[config.mk]
export PLATFORM = sky130hd
export DESIGN_NAME = hex_display_ctrl
export DESIGN_NICKNAME = d
export VERILOG_FILES = /design/src/rtl/hex_display_ctrl.sv
export SDC_FILE = /design/constraint.sdc
export NUM_CORES = 1
export LEC_CHECK = 0
export ABC_AREA = 0
export CORE_ASPECT_RATIO = 1.4
export CORE_MARGIN = 2
export CORE_UTILIZATION = 55
export CTS_BUF_LIST = sky130_fd_sc_hd__clkbuf_4 sky130_fd_sc_hd__clkbuf_8
export DETAILED_ROUTE_END_ITERATION = 16
export PLACE_DENSITY = 0.78
export RECOVER_POWER = 50
export SLEW_MARGIN = 30
export SYNTH_ARGS = -nofsm -noshare
export SYNTH_HDL_FRONTEND = slang
export SYNTH_SLANG_ARGS = --single-unit
[constraint.sdc]
create_clock -name CLK_50 -period 6.74 [get_ports CLK_50]
set_input_delay 2.022 -clock CLK_50 [delete_from_list [all_inputs] [get_ports CLK_50]]
set_output_delay 2.022 -clock CLK_50 [all_outputs]
set_load 0.02 [all_outputs]
[src/rtl/hex_display_ctrl.sv]
// Binary-to-7-segment display driver: sequential double-dabble BCD conversion or raw hex,
// with leading-zero blanking, decimal points and overflow dashes. Optional macro HEXDISP_PENDING_EN.
module hex_display_ctrl #(
    parameter int DIGITS = 6,
    parameter int BIN_W  = 20
) (
    input  logic                  CLK_50,
    input  logic                  rst,
    input  logic [BIN_W-1:0]      value,
    input  logic                  load,
    input  logic                  mode_hex,
    input  logic                  blank_lz,
    input  logic [DIGITS-1:0]     dp,
    output logic                  busy,
    output logic                  ovf,
    output logic [8*DIGITS-1:0]   hex
);
    localparam int NW = 4 * DIGITS;
    localparam int CW = $clog2(BIN_W + 1);

    function automatic logic [63:0] pow10(input int n);
        logic [63:0] r;
        r = 64'd1;
        for (int k = 0; k < n; k++) r = r * 64'd10;
        return r;
    endfunction

    localparam logic [63:0] DEC_MAX = pow10(DIGITS) - 64'd1;

    function automatic logic [7:0] seg7(input logic [3:0] n);
        case (n)
            4'h0: seg7 = 8'hC0;  4'h1: seg7 = 8'hF9;  4'h2: seg7 = 8'hA4;  4'h3: seg7 = 8'hB0;
            4'h4: seg7 = 8'h99;  4'h5: seg7 = 8'h92;  4'h6: seg7 = 8'h82;  4'h7: seg7 = 8'hF8;
            4'h8: seg7 = 8'h80;  4'h9: seg7 = 8'h90;  4'hA: seg7 = 8'h88;  4'hB: seg7 = 8'h83;
            4'hC: seg7 = 8'hC6;  4'hD: seg7 = 8'hA1;  4'hE: seg7 = 8'h86;  default: seg7 = 8'h8E;
        endcase
    endfunction

    // Add-3 correction applied to every BCD nibble before each shift
    function automatic logic [NW-1:0] dabble_adj(input logic [NW-1:0] b);
        logic [NW-1:0] r;
        r = b;
        for (int d = 0; d < DIGITS; d++)
            if (b[4*d +: 4] >= 4'd5) r[4*d +: 4] = b[4*d +: 4] + 4'd3;
        return r;
    endfunction

    typedef enum logic [1:0] {IDLE, CONV, UPDATE} state_t;

    state_t             state;
    logic [CW-1:0]      cnt;
    logic [BIN_W-1:0]   val_q;
    logic               mode_q;
    logic               blz_q;
    logic [DIGITS-1:0]  dp_q;
    logic               ovf_q;
    logic [NW-1:0]      bcd;
    logic [BIN_W-1:0]   bin;
    logic [NW-1:0]      bcd_adj;
    logic [NW-1:0]      digits;
    logic               ovf_dec;
    logic [8*DIGITS-1:0] hex_next;

    logic               start;
    logic [BIN_W-1:0]   st_val;
    logic               st_mode;
    logic               st_blz;
    logic [DIGITS-1:0]  st_dp;

`ifdef HEXDISP_PENDING_EN
    logic               pend_vld;
    logic [BIN_W-1:0]   pend_val;
    logic               pend_mode;
    logic               pend_blz;
    logic [DIGITS-1:0]  pend_dp;

    // A fresh load in IDLE is newer than anything parked in the slot
    assign start   = (state == IDLE) && (load || pend_vld);
    assign st_val  = load ? value    : pend_val;
    assign st_mode = load ? mode_hex : pend_mode;
    assign st_blz  = load ? blank_lz : pend_blz;
    assign st_dp   = load ? dp       : pend_dp;
`else
    assign start   = (state == IDLE) && load;
    assign st_val  = value;
    assign st_mode = mode_hex;
    assign st_blz  = blank_lz;
    assign st_dp   = dp;
`endif

    assign bcd_adj = dabble_adj(bcd);
    assign digits  = mode_q ? NW'(val_q) : bcd;
    assign ovf_dec = ovf_q && !mode_q;

    always_comb begin
        logic       zero_run;
        logic [7:0] seg;
        zero_run = 1'b1;
        seg      = 8'hFF;
        hex_next = '1;
        for (int i = DIGITS - 1; i >= 0; i--) begin
            zero_run = zero_run && (digits[4*i +: 4] == 4'd0);
            if (ovf_dec)
                seg = 8'hBF;
            else if (blz_q && zero_run && (i > 0))
                seg = 8'hFF;
            else
                seg = seg7(digits[4*i +: 4]);
            if (dp_q[i]) seg[7] = 1'b0;
            hex_next[8*i +: 8] = seg;
        end
    end

    always_ff @(posedge CLK_50) begin
        if (rst) begin
            state <= IDLE;
            busy  <= 1'b0;
            ovf   <= 1'b0;
            hex   <= '1;
            cnt   <= '0;
`ifdef HEXDISP_PENDING_EN
            pend_vld <= 1'b0;
`endif
        end else begin
`ifdef HEXDISP_PENDING_EN
            if (load && busy) begin
                pend_vld  <= 1'b1;
                pend_val  <= value;
                pend_mode <= mode_hex;
                pend_blz  <= blank_lz;
                pend_dp   <= dp;
            end
`endif
            case (state)
                IDLE: begin
                    if (start) begin
                        val_q  <= st_val;
                        mode_q <= st_mode;
                        blz_q  <= st_blz;
                        dp_q   <= st_dp;
                        busy   <= 1'b1;
`ifdef HEXDISP_PENDING_EN
                        pend_vld <= 1'b0;
`endif
                        if (st_mode) begin
                            state <= UPDATE;
                        end else begin
                            bcd   <= '0;
                            bin   <= st_val;
                            ovf_q <= (64'(st_val) > DEC_MAX);
                            cnt   <= '0;
                            state <= CONV;
                        end
                    end
                end
                CONV: begin
                    bcd <= {bcd_adj[NW-2:0], bin[BIN_W-1]};
                    bin <= bin << 1;
                    cnt <= cnt + 1'b1;
                    if (cnt == CW'(BIN_W - 1)) state <= UPDATE;
                end
                UPDATE: begin
                    hex   <= hex_next;
                    ovf   <= ovf_dec;
                    busy  <= 1'b0;
                    state <= IDLE;
                end
                default: state <= IDLE;
            endcase
        end
    end
endmodule
# --- Yosys cells after proc, flatten, opt, wreduce, memory -nomap -nowiden ---
# Memory sizes are Yosys's and may differ from the RTL's.
# Index checks and enable logic that the tools add are counted.
totals:
  reg_bits: 130
  romBits: 672
  input_bits: 31
  word_cells: 105
  n_memories: 6
classes:
  addsub: 7
  magnitude_cmp: 7
  n_eq_ne: 6
  mux: 39
  bitwise: 2
  n_reduce_logical: 26
mem_list:
  columns: ["name", "depth", "width", "read_ports", "rd_clocked_by_memory_dff", "wr", "line_no", "text"]
  rows:
  - ["(no name shown)", 16, 7, 1, 0, 0, "31", "case (n)"]
  - ["(no name shown)", 16, 7, 1, 0, 0, "31", null]
  - ["(no name shown)", 16, 7, 1, 0, 0, "31", null]
  - ["(no name shown)", 16, 7, 1, 0, 0, "31", null]
  - ["(no name shown)", 16, 7, 1, 0, 0, "31", null]
  - ["(no name shown)", 16, 7, 1, 0, 0, "31", null]
ops:
  columns: ["operator", "n"]
  rows:
  - ["two-way mux 8 bit", 11]
  - ["two-way mux 24 bit", 3]
  - ["one-hot mux 24 bit (2 select lines)", 1]
  - ["two-way mux 20 bit", 2]
  - ["one-hot mux 20 bit (2 select lines)", 1]
  - ["greater-or-equal comparator 4 x 3 -> 1 bit (second input constant)", 6]
  - ["adder 4 x 2 -> 4 bit (second input constant)", 5]
  - ["greater-than comparator 20 bit (second input constant)", 1]
  - ["logical NOT 4 bit", 5]
  - ["two-way mux 4 bit", 5]
  - ["logical AND 1 bit", 11]
  - ["two-way mux 5 bit", 2]
  - ["one-hot mux 5 bit (2 select lines)", 1]
  - ["AND reduction 4 bit", 2]
  - ["two-way mux 1 bit", 7]
  - ["two-way mux 2 bit", 3]
  - ["!= test 2 bit (second input constant)", 3]
  - ["AND reduction 3 bit", 2]
  - ["adder 5 x 1 -> 5 bit (second input constant)", 1]
  - ["equality test 5 bit (second input constant)", 1]
  - ["one-hot mux 2 bit (2 select lines)", 1]
  - ["AND reduction 2 bit", 2]
  - ["nonzero test 2 bit", 2]
  - ["adder 3 x 2 -> 3 bit (second input constant)", 1]
  - ["other kinds (7)", 8]

# --- Logic depth before layout (Yosys ltp) ---
# Gate-level depths: netlist of run 1.
depth:
  word_depth: 10
  ltp_mapped: 11

# --- Worst setup path after synthesis of run 1 ---
# OpenSTA, ideal clock, no wires.
synth_path:
  kind: "input -> register"
  start: "in mode_hex"
  end: "reg bcd[0], enable pin"
  setup_ps: 450
  arrival_time_ps: 4466
  slack_ps: 1823
  stages: 3
  n_path_buf: 0
  cell_sequence: "nand2b_1 > a21oi_1 > nor2b_1"
synth_via:
  elab_chain_len: 2
synth_lines:
  columns: ["element", "line_no", "text"]
  rows:
  - ["start, declared", "11", "input logic mode_hex,"]
  - ["!= test 2 bit (no line)", null, null]
  - ["AND reduction 4 bit (no line)", null, null]
  - ["end signal, assigned", "157", "bcd <= {bcd_adj[NW-2:0], bin[BIN_W-1]};"]
  - ["end, declared", "57", "logic [NW-1:0] bcd;"]
# Every way passes these cells.
# A chain may end at the register's enable or synchronous reset.

# --- Worst setup path in the final report of run 1 ---
layout_path:
  start: "in rst"
  end: "reg bcd[18], enable pin"
layout_via:
  elab_chain_len: 2
layout_lines:
  columns: ["element", "line_no", "text"]
  rows:
  - ["start, declared", "8", "input logic rst,"]
  - ["inverter 1 bit (no line)", null, null]
  - ["AND reduction 4 bit (no line)", null, null]
# Every way passes these cells.

==> results.md, run 1 <==
CTS:
- The level count of the clock H-tree is 4.
- Clock latency on the worst-skew pair, taken at its later pin, is 0.45 ns.
- The CTS tree is done.
- CTS saw 130 sinks.
- In this run, post-CTS hold repair placed 0 buffers.
- No sink is reached through more buffers than the 2 on the longest clock path.
- The clock root buffer master is sky130_fd_sc_hd__clkbuf_8.
- The count of buffers added by post-CTS timing repair for setup is 0.
- In this run, post-CTS repair resized a total of 0 instances.
- The number of buffers added by the clock tree synthesis step is 17.
- The clock slew at the register clock pins of the worst setup and hold paths is 0.07 ns.

Detailed routing:
- Wires add up to 16,500 um.
- Once detail routing completed, the nets flagged for antenna violations numbered 0.
- Summing over every cut layer, the via total after detailed routing is 5,758.
- The final routed wire length divided by cell count is 16.9 um.
- The residual DRC count is 0.
- The number of detailed-routing iterations run before antenna repair is 6.
- The number of DRC markers in iteration 0 is 437.
- In the routed layout, each cell is associated on average with a via count of 5.91.

Status:
- The run finished, with violations left.
- The checks that failed: capacitance limit, slew limit.

Yosys:
- Synthesis instantiated 72 different standard cells from the library.
- The number of flip-flops and latches in the synthesized netlist is 130.
- In this run the cell area of the synthesized design comes to 7170 um2.
- The most area-hungry cell type in the Yosys netlist is sky130_fd_sc_hd__edfxtp_1.
- The Yosys step of the flow raised 0 warnings.
- The proportion of synthesized flip-flops having asynchronous set or reset is 0%.
- The post-synthesis area per instance is 9.74 um2.
- When the netlist entered floorplanning its net count stood at 816.
- In this run the biggest area consumer among cell types represents 30.6% of the synthesized area.
- In the synthesized netlist the dominant register cell turns out to be sky130_fd_sc_hd__edfxtp_1.
- The sequential share of the synthesized area is 46.5%.
- Counting flops with a built-in enable in the synthesized netlist gives 73.
- By area the synthesized netlist is led by sky130_fd_sc_hd__edfxtp_1, sky130_fd_sc_hd__dfxtp_1, sky130_fd_sc_hd__ha_1.
- After technology mapping, the gate count stands at 736.

Flow run:
- Max-cap violations in this run came to 2.

Floorplan:
- Measured along the y axis, the die boundary spans 139 um.
- During I/O placement, the number of pins put on the boundary was 81.
- The floorplan step defined a die boundary enclosing 14,000 um2.
- In this run the core area contains 49 standard-cell rows.
- Measured along the x axis, the die boundary spans 101 um.
- The placeable core region is 12,800 um2.
- The effective utilization at floorplan is 56.0%.

Setup path:
- The required time of the worst setup path is 6.94 ns.
- The most frequent cell on the critical path is sky130_fd_sc_hd__buf_16.
- The worst path buffer plus inverter count is 3.
- The launching element type of the critical path is an input port.
- The maximum single-stage delay on the critical path is 1.53 ns.
- The element type at the critical path end is a flop.
- The critical path goes through clkbuf_1 > nor2b_1 > buf_16 > buf_16.
- The critical path start-end classification is in2reg.
- The cell type group with the largest total delay on the critical path is buffers and inverters.
- The largest individual stage delay along the critical path comes from the cell sky130_fd_sc_hd__clkbuf_1.
- Of all nets on the critical path, the largest fanout is 55.
- For the worst setup path, the data arrival time is 4.82 ns.

STA:
- The number of endpoints with negative hold slack in the final report is 0.
- The highest attainable clock frequency is 216 MHz.
- The worst path needs 4.62 ns of the cycle, external delays included.
- The setup slack of the critical path after layout is 2.12 ns.
- Setup repair after global routing left no endpoint under its margin.
- In the finished design, the share of the clock period the worst path needs comes to 68.6%.
- The max-slew headroom at the worst pin is -45.7%.
- The number of setup violations in the final report is 0.
- The worst clock skew is 0.0152 ns.
- For the pin with the worst max-slew slack, the measured transition is 2.19 ns.
- The number of max-slew violations in the final report is 100.
- The total negative setup slack is 0 ns.

Worst hold path:
- The path class of the lowest-slack min-delay path is reg2reg.

Global route:
- The global-route wire length before repair is 27,300 um.
- Entering global routing, the biggest net connects 56 pins.
- The total track usage is 24.6%.
- The number of antenna violations at the first check in global routing came to 0.
- The number of global-route vias before repair is 5,643.
- For this run the aggregate overflow at the end of global routing stands at 0.

Pwr:
- The internal cell power is 1.40 mW.
- The overall power consumption is 1.93 mW.
- The share of total power dissipated in sequential elements is 47.9%.
- VDD sags by at most 0.000195 V.
- The switching power is 0.532 mW.
- Power spread over the standard cell area amounts to 227 nW/um2.
- The proportion of power drawn by the clock network is 35.0%.
- The switching portion of total power is 27.6%.
- In this run, the combinational gates consume 17.0% of the power.
- In this run the static leakage power is 3.36 nW.

Final layout:
- The area growth from synthesis to layout is 18.2%.
- Of the cells placed in the final design, the portion with a size suffix greater than 1 is 7.30%.
- Cells fill 66.1% of the core in the end.
- The count of placed standard cells in the final layout, fillers left out is 975.
- In the final design database the tool counted 889 nets.
- Fill cells in the final layout number 1,001.
- Leaving out fill and tap cells, the most frequent cell in the layout is sky130_fd_sc_hd__nand2_1.
- The repair_antennas step left the layout with diodes totalling 0.
- The library cells used most frequently in the layout, excluding fill and tap cells, are sky130_fd_sc_hd__nand2_1, sky130_fd_sc_hd__edfxtp_1, sky130_fd_sc_hd__nor2_1, sky130_fd_sc_hd__dfxtp_1.

Place:
- The number of input and output port buffers inserted is 80.
- Once detailed placement completed, the half-perimeter wirelength came to 12,000 um.
- OpenSTA, run right after detailed placement, puts the worst setup slack at 2.56 ns.
- The routability-driven placement congestion ratio is 0.899.
- The number of placed instances, taps included, is 943.
-- power groups by stage --
stage          clock [mW]  combinational (mW)  sequential (mW)
5_1_grt             0.717               0.363            0.928
3_5_place_dp            0               0.330            0.941
6_report            0.675               0.328            0.923
3_3_place_gp            0               0.311            0.938
4_1_cts             0.689               0.332            0.923
2_1_floorplan           0               0.196            0.953
-- metrics by stage --
stage / area, um2 / hold slack [ns]
after floorplan: 7170 / 0.466
after global placement: 8040 / 0.442
after detailed placement: 8090 / 0.453
after CTS: 8500 / 0.471
after global routing: 8470 / 0.494
final: 8470 / 0.468
-- metal layers --
metal	vias up	part of all wire, %	global-route usage, %
met5	-	0	0
met4	0	2.9	10.2
met3	47	5.2	5.90
met2	205	49	40.6
met1	2722	42	30.7
li1	2784	-	-
-- cell families after synthesis --
logic type	synth area share [%]
buffers and inverters	4.50
muxes	6.16
adders and majority gates	8.55
DFF	46.5
xor gates and xnor gates	1.71
AOI/OAI and AO/OA	15.7
and+or+nand+nor	16.9
-- cells in the mapped netlist, types with 7 or more instances --
cell / count
sky130_fd_sc_hd__mux2_2: 9
sky130_fd_sc_hd__nand2_1: 106
sky130_fd_sc_hd__xor2_1: 7
sky130_fd_sc_hd__xnor2_1: 7
sky130_fd_sc_hd__o22ai_1: 12
sky130_fd_sc_hd__nand3_1: 7
sky130_fd_sc_hd__a21oi_1: 44
sky130_fd_sc_hd__nor3_1: 28
sky130_fd_sc_hd__ha_1: 49
sky130_fd_sc_hd__a211o_1: 7
sky130_fd_sc_hd__edfxtp_1: 73
sky130_fd_sc_hd__clkbuf_1: 23
sky130_fd_sc_hd__nor2_1: 69
sky130_fd_sc_hd__o21ai_0: 27
sky130_fd_sc_hd__mux2i_1: 23
sky130_fd_sc_hd__o21bai_1: 7
sky130_fd_sc_hd__inv_1: 37
sky130_fd_sc_hd__dfxtp_1: 57
sky130_fd_sc_hd__nand2b_1: 26
-- worst reg2reg max path, stage by stage (launching register included) --
cell	delay (ns)
sky130_fd_sc_hd__edfxtp_1	0.63
sky130_fd_sc_hd__buf_4	0.53
sky130_fd_sc_hd__mux2i_1	0.66
sky130_fd_sc_hd__ha_1	0.30
sky130_fd_sc_hd__and3_1	0.16
sky130_fd_sc_hd__o211ai_1	0.21
sky130_fd_sc_hd__o31ai_2	0.49
sky130_fd_sc_hd__a221oi_1	0.13
sky130_fd_sc_hd__o21ai_1	0.16
-- final timing paths --
kind,start,endpoint,slack [ns],depth (start not counted)
worst max-delay path,rst,bcd[18],2.12,4
worst min-delay path,hex[15],hex[15],0.47,1
worst max register to register,mode_q,hex[18],3.36,8
worst min register to register,hex[15],hex[15],0.47,1
-- state kept, by name, summed over array words and instances, names as in the netlist --
name and flops:
dp_q 6, mode_q 1, bin 20, cnt 5, hex 48, state 2, val_q 20, bcd 24
ovf 1, blz_q 1, busy 1, ovf_q 1
-- layout make-up --
| type | count | area (um2) | share of cell area (%) |
|---|---|---|---|
| clock buffers | 18 | 241 | 2.85 |
| well taps | 153 | 191 | 2.26 |
| repair buffers | 88 | 887 | 10.5 |
| flip-flops and latches | 130 | 3330 | 39.3 |
| multi-input cells | 535 | 3520 | 41.5 |
| inverters | 37 | 139 | 1.64 |
| clock inverters | 14 | 164 | 1.93 |
Note: power is estimated with default switching activity, not from simulation.
==> run 2: changes to the inputs <==
--- a/config.mk
+++ b/config.mk
@@ -8,10 +8,10 @@
 export ABC_AREA = 0
 export CORE_ASPECT_RATIO = 1.4
 export CORE_MARGIN = 2
-export CORE_UTILIZATION = 55
+export CORE_UTILIZATION = 53
 export CTS_BUF_LIST = sky130_fd_sc_hd__clkbuf_4 sky130_fd_sc_hd__clkbuf_8
 export DETAILED_ROUTE_END_ITERATION = 16
-export PLACE_DENSITY = 0.78
+export PLACE_DENSITY = 0.79
 export RECOVER_POWER = 50
 export SLEW_MARGIN = 30
 export SYNTH_ARGS = -nofsm -noshare
==> constraint.sdc (replaced) <==
create_clock -name CLK_50 -period 3.7 [get_ports CLK_50]
set_input_delay 1.11 -clock CLK_50 [delete_from_list [all_inputs] [get_ports CLK_50]]
set_output_delay 1.11 -clock CLK_50 [all_outputs]
set_load 0.02 [all_outputs]
==> run 2 against run 1 <==
Against the previous run:
- critical endpoint is now val_q[15]
- routed wire length decreased by 2.6%
- first-iteration DRC count down 19%
- largest power group unchanged
- largest cell class unchanged
- the run still ends with capacitance limit, slew limit left
- non-clock buffer count is 2 higher
==> results.md, run 2 (synthesized netlist as in run 1, its figures left out) <==
Status:
- The flow ran to the end, but the final reports show violations.
- The checks that failed: capacitance limit, slew limit.

Pwr:
- The proportion of power drawn by the clock network is 36.2%.
- The switching portion of total power is 26.5%.
- For this design the static power due to leakage is 3.39 nW.
- Cell internal power was estimated by the tool at 2.62 mW.
- The logic gate share of total power is 16.6%.
- Sequential cells burn 47.2% of the power.
- For this design the total switching power over the nets is 0.944 mW.
- The overall power consumption is 3.57 mW.
- The peak supply drop is 0.000209 V.
- The areal power density over the cells is 418 nW/um2.

Floorplan:
- The number of cell rows is 50.
- The placeable core region is 13,300 um2.
- The effective utilization at floorplan is 53.8%.
- Measured along the y axis, the die boundary spans 142 um.
- The overall die area is 14,500 um2.
- The width of the die is 102 um.
- In this run the count of I/O pins placed on the die edge is 81.

Flow run:
- The max capacitance violation total is 2.

CTS:
- The total of cells resized after clock tree synthesis is 0.
- The total of hold buffers inserted after clock tree synthesis is 0.
- The CTS tree is done.
- In this run the post-CTS setup repair buffer count came out at 0.
- The later pin in the worst-skew pair is clocked with a latency of 0.44 ns.
- The level count of the clock H-tree is 4.
- Counting the buffers created by CTS gives 17.
- The clock slew at the register clock pins of the worst setup and hold paths is 0.07 ns.
- The worst-case clock buffer depth is 2.
- The tree is rooted in a sky130_fd_sc_hd__clkbuf_8.
- Clock tree synthesis found a total of 130 sinks.

Place:
- During placement, the flow inserted port buffers numbering 80.
- The total half-perimeter wirelength after legalization and detailed placement is 11,900 um.
- The post-placement cell area is 8120 um2.
- Routability-driven placement finished with a final weighted congestion of 0.929.

Global route:
- For this run the aggregate overflow at the end of global routing stands at 0.
- The number of antenna violations at the first check in global routing is 0.
- Entering global routing, the biggest net connects 45 pins.
- The global-route wire length before repair is 26,200 um.
- The total track usage is 23.0%.
- The number of global-route vias before repair is 5,324.

Final layout:
- The flip-flop count of the largest register, all copies and words added is 48.
- Of the cells placed in the final design, the portion with a size suffix greater than 1 is 8.01%.
- The area growth from synthesis to layout is 19.0%.
- The largest registers in the layout are hex: 48 flops, bcd: 24 flops.
- The share of the core filled with cells in the final layout is 64.0%.
- The cell area after layout is 8530 um2.
- The most common library cell in the layout ignoring fill and taps is sky130_fd_sc_hd__nand2_1.
- In the layout the commonest cells are sky130_fd_sc_hd__nand2_1, sky130_fd_sc_hd__edfxtp_1, sky130_fd_sc_hd__nor2_1, sky130_fd_sc_hd__dfxtp_1, sky130_fd_sc_hd__ha_1.
- The post-layout net count is 891.
- The top register by number of flip-flops is hex.
- The count of antenna diodes in the layout is 0.

STA:
- For the pin with the worst max-slew slack, the measured transition is 1.84 ns.
- The highest attainable clock frequency is 315 MHz.
- The worst path needs 3.17 ns of the cycle, external delays included.
- On the final layout, the worst clock skew is 0.00879 ns.
- The number of endpoints with negative hold slack in the final report is 0.
- The number of max-slew violations in the final report is 74.
- Dividing the final minimum period by the clock period gives 85.8%.
- In the final timing run, aggregate negative setup slack is 0 ns.
- Setup violations remaining at the end of the flow were counted as 0.
- Setup repair after global routing left no endpoint under its margin.
- Measured against its own limit, the worst slew margin works out to -22.4%.

Detailed routing:
- The final routed wire length divided by cell count is 16.0 um.
- After the first detailed-routing iteration, the DRC count stood at 356.
- The detailed-route via count is 5,717.
- The aggregate routed wire length is 16,100 um.
- The number of detailed-routing iterations run before antenna repair is 5.
- The count of nets left with antenna violations once routing finished came out at 0.
- The vias per cell is 5.68.
- The residual DRC count is 0.

Setup path:
- The launching element type of the critical path is an input port.
- The worst setup path is of the in2reg kind.
- Data on the critical path is required at its endpoint by 3.74 ns.
- Along the worst path, the maximum fanout reaches 29.
- At the worst endpoint, the arrival time is 3.21 ns.
- The worst setup path is captured at a flop.

Worst hold path:
- The path class of the lowest-slack min-delay path is reg2reg.
## run 2: worst paths after layout
check                           slack [ns]  startpoint   endpoint  depth (start not counted)
worst max-delay path                  0.53        load  val_q[15]                          4
worst min-delay path                  0.46     hex[47]    hex[47]                          1
worst max register to register        0.64      mode_q    hex[10]                          7
worst min register to register        0.46     hex[47]    hex[47]                          1
## run 2: stage by stage
stage	worst slack, ns	hold WS [ns]	std cells
6_report	0.525	0.463	1006
5_1_grt	0.363	0.479	1006
4_1_cts	0.888	0.467	1006
3_5_place_dp	0.689	0.450	974
3_3_place_gp	0.815	0.444	974
2_1_floorplan	0.519	0.466	736
## run 2: cell type report
class / count / area (um2)
Sequential cell: 130 / 3330
Timing Repair Buffer: 90 / 866
Tap cell: 182 / 228
Fill cell: 1054 / 4790
Multi-Input combinational cell: 535 / 3540
Clock inverter: 8 / 126
Inverter: 37 / 139
Clock buffer: 24 / 305
## run 2: metal layers
metal / vias to the layer above / GRT usage, % / wire length [um]
met5: - / 0 / 0
met4: 0 / 10.6 / 433
met3: 44 / 3.84 / 767
met2: 210 / 37.2 / 7940
met1: 2676 / 29.8 / 6940
li1: 2787 / - / -
## run 2: worst max-delay path, stage by stage
cell and delay [ns]:
sky130_fd_sc_hd__dlygate4sd3_1 0.58, sky130_fd_sc_hd__nand2_1 0.13, sky130_fd_sc_hd__nor3_4 0.12, sky130_fd_sc_hd__clkbuf_1 1.25
## run 2: power groups by stage
stage               clock network, mW  logic (mW)  registers [mW]
finish                           1.29       0.593            1.68
global route                     1.37       0.654            1.69
CTS                              1.31       0.600            1.68
detailed placement                  0       0.596            1.71
global placement                    0       0.576            1.71
floorplan                           0       0.359            1.73
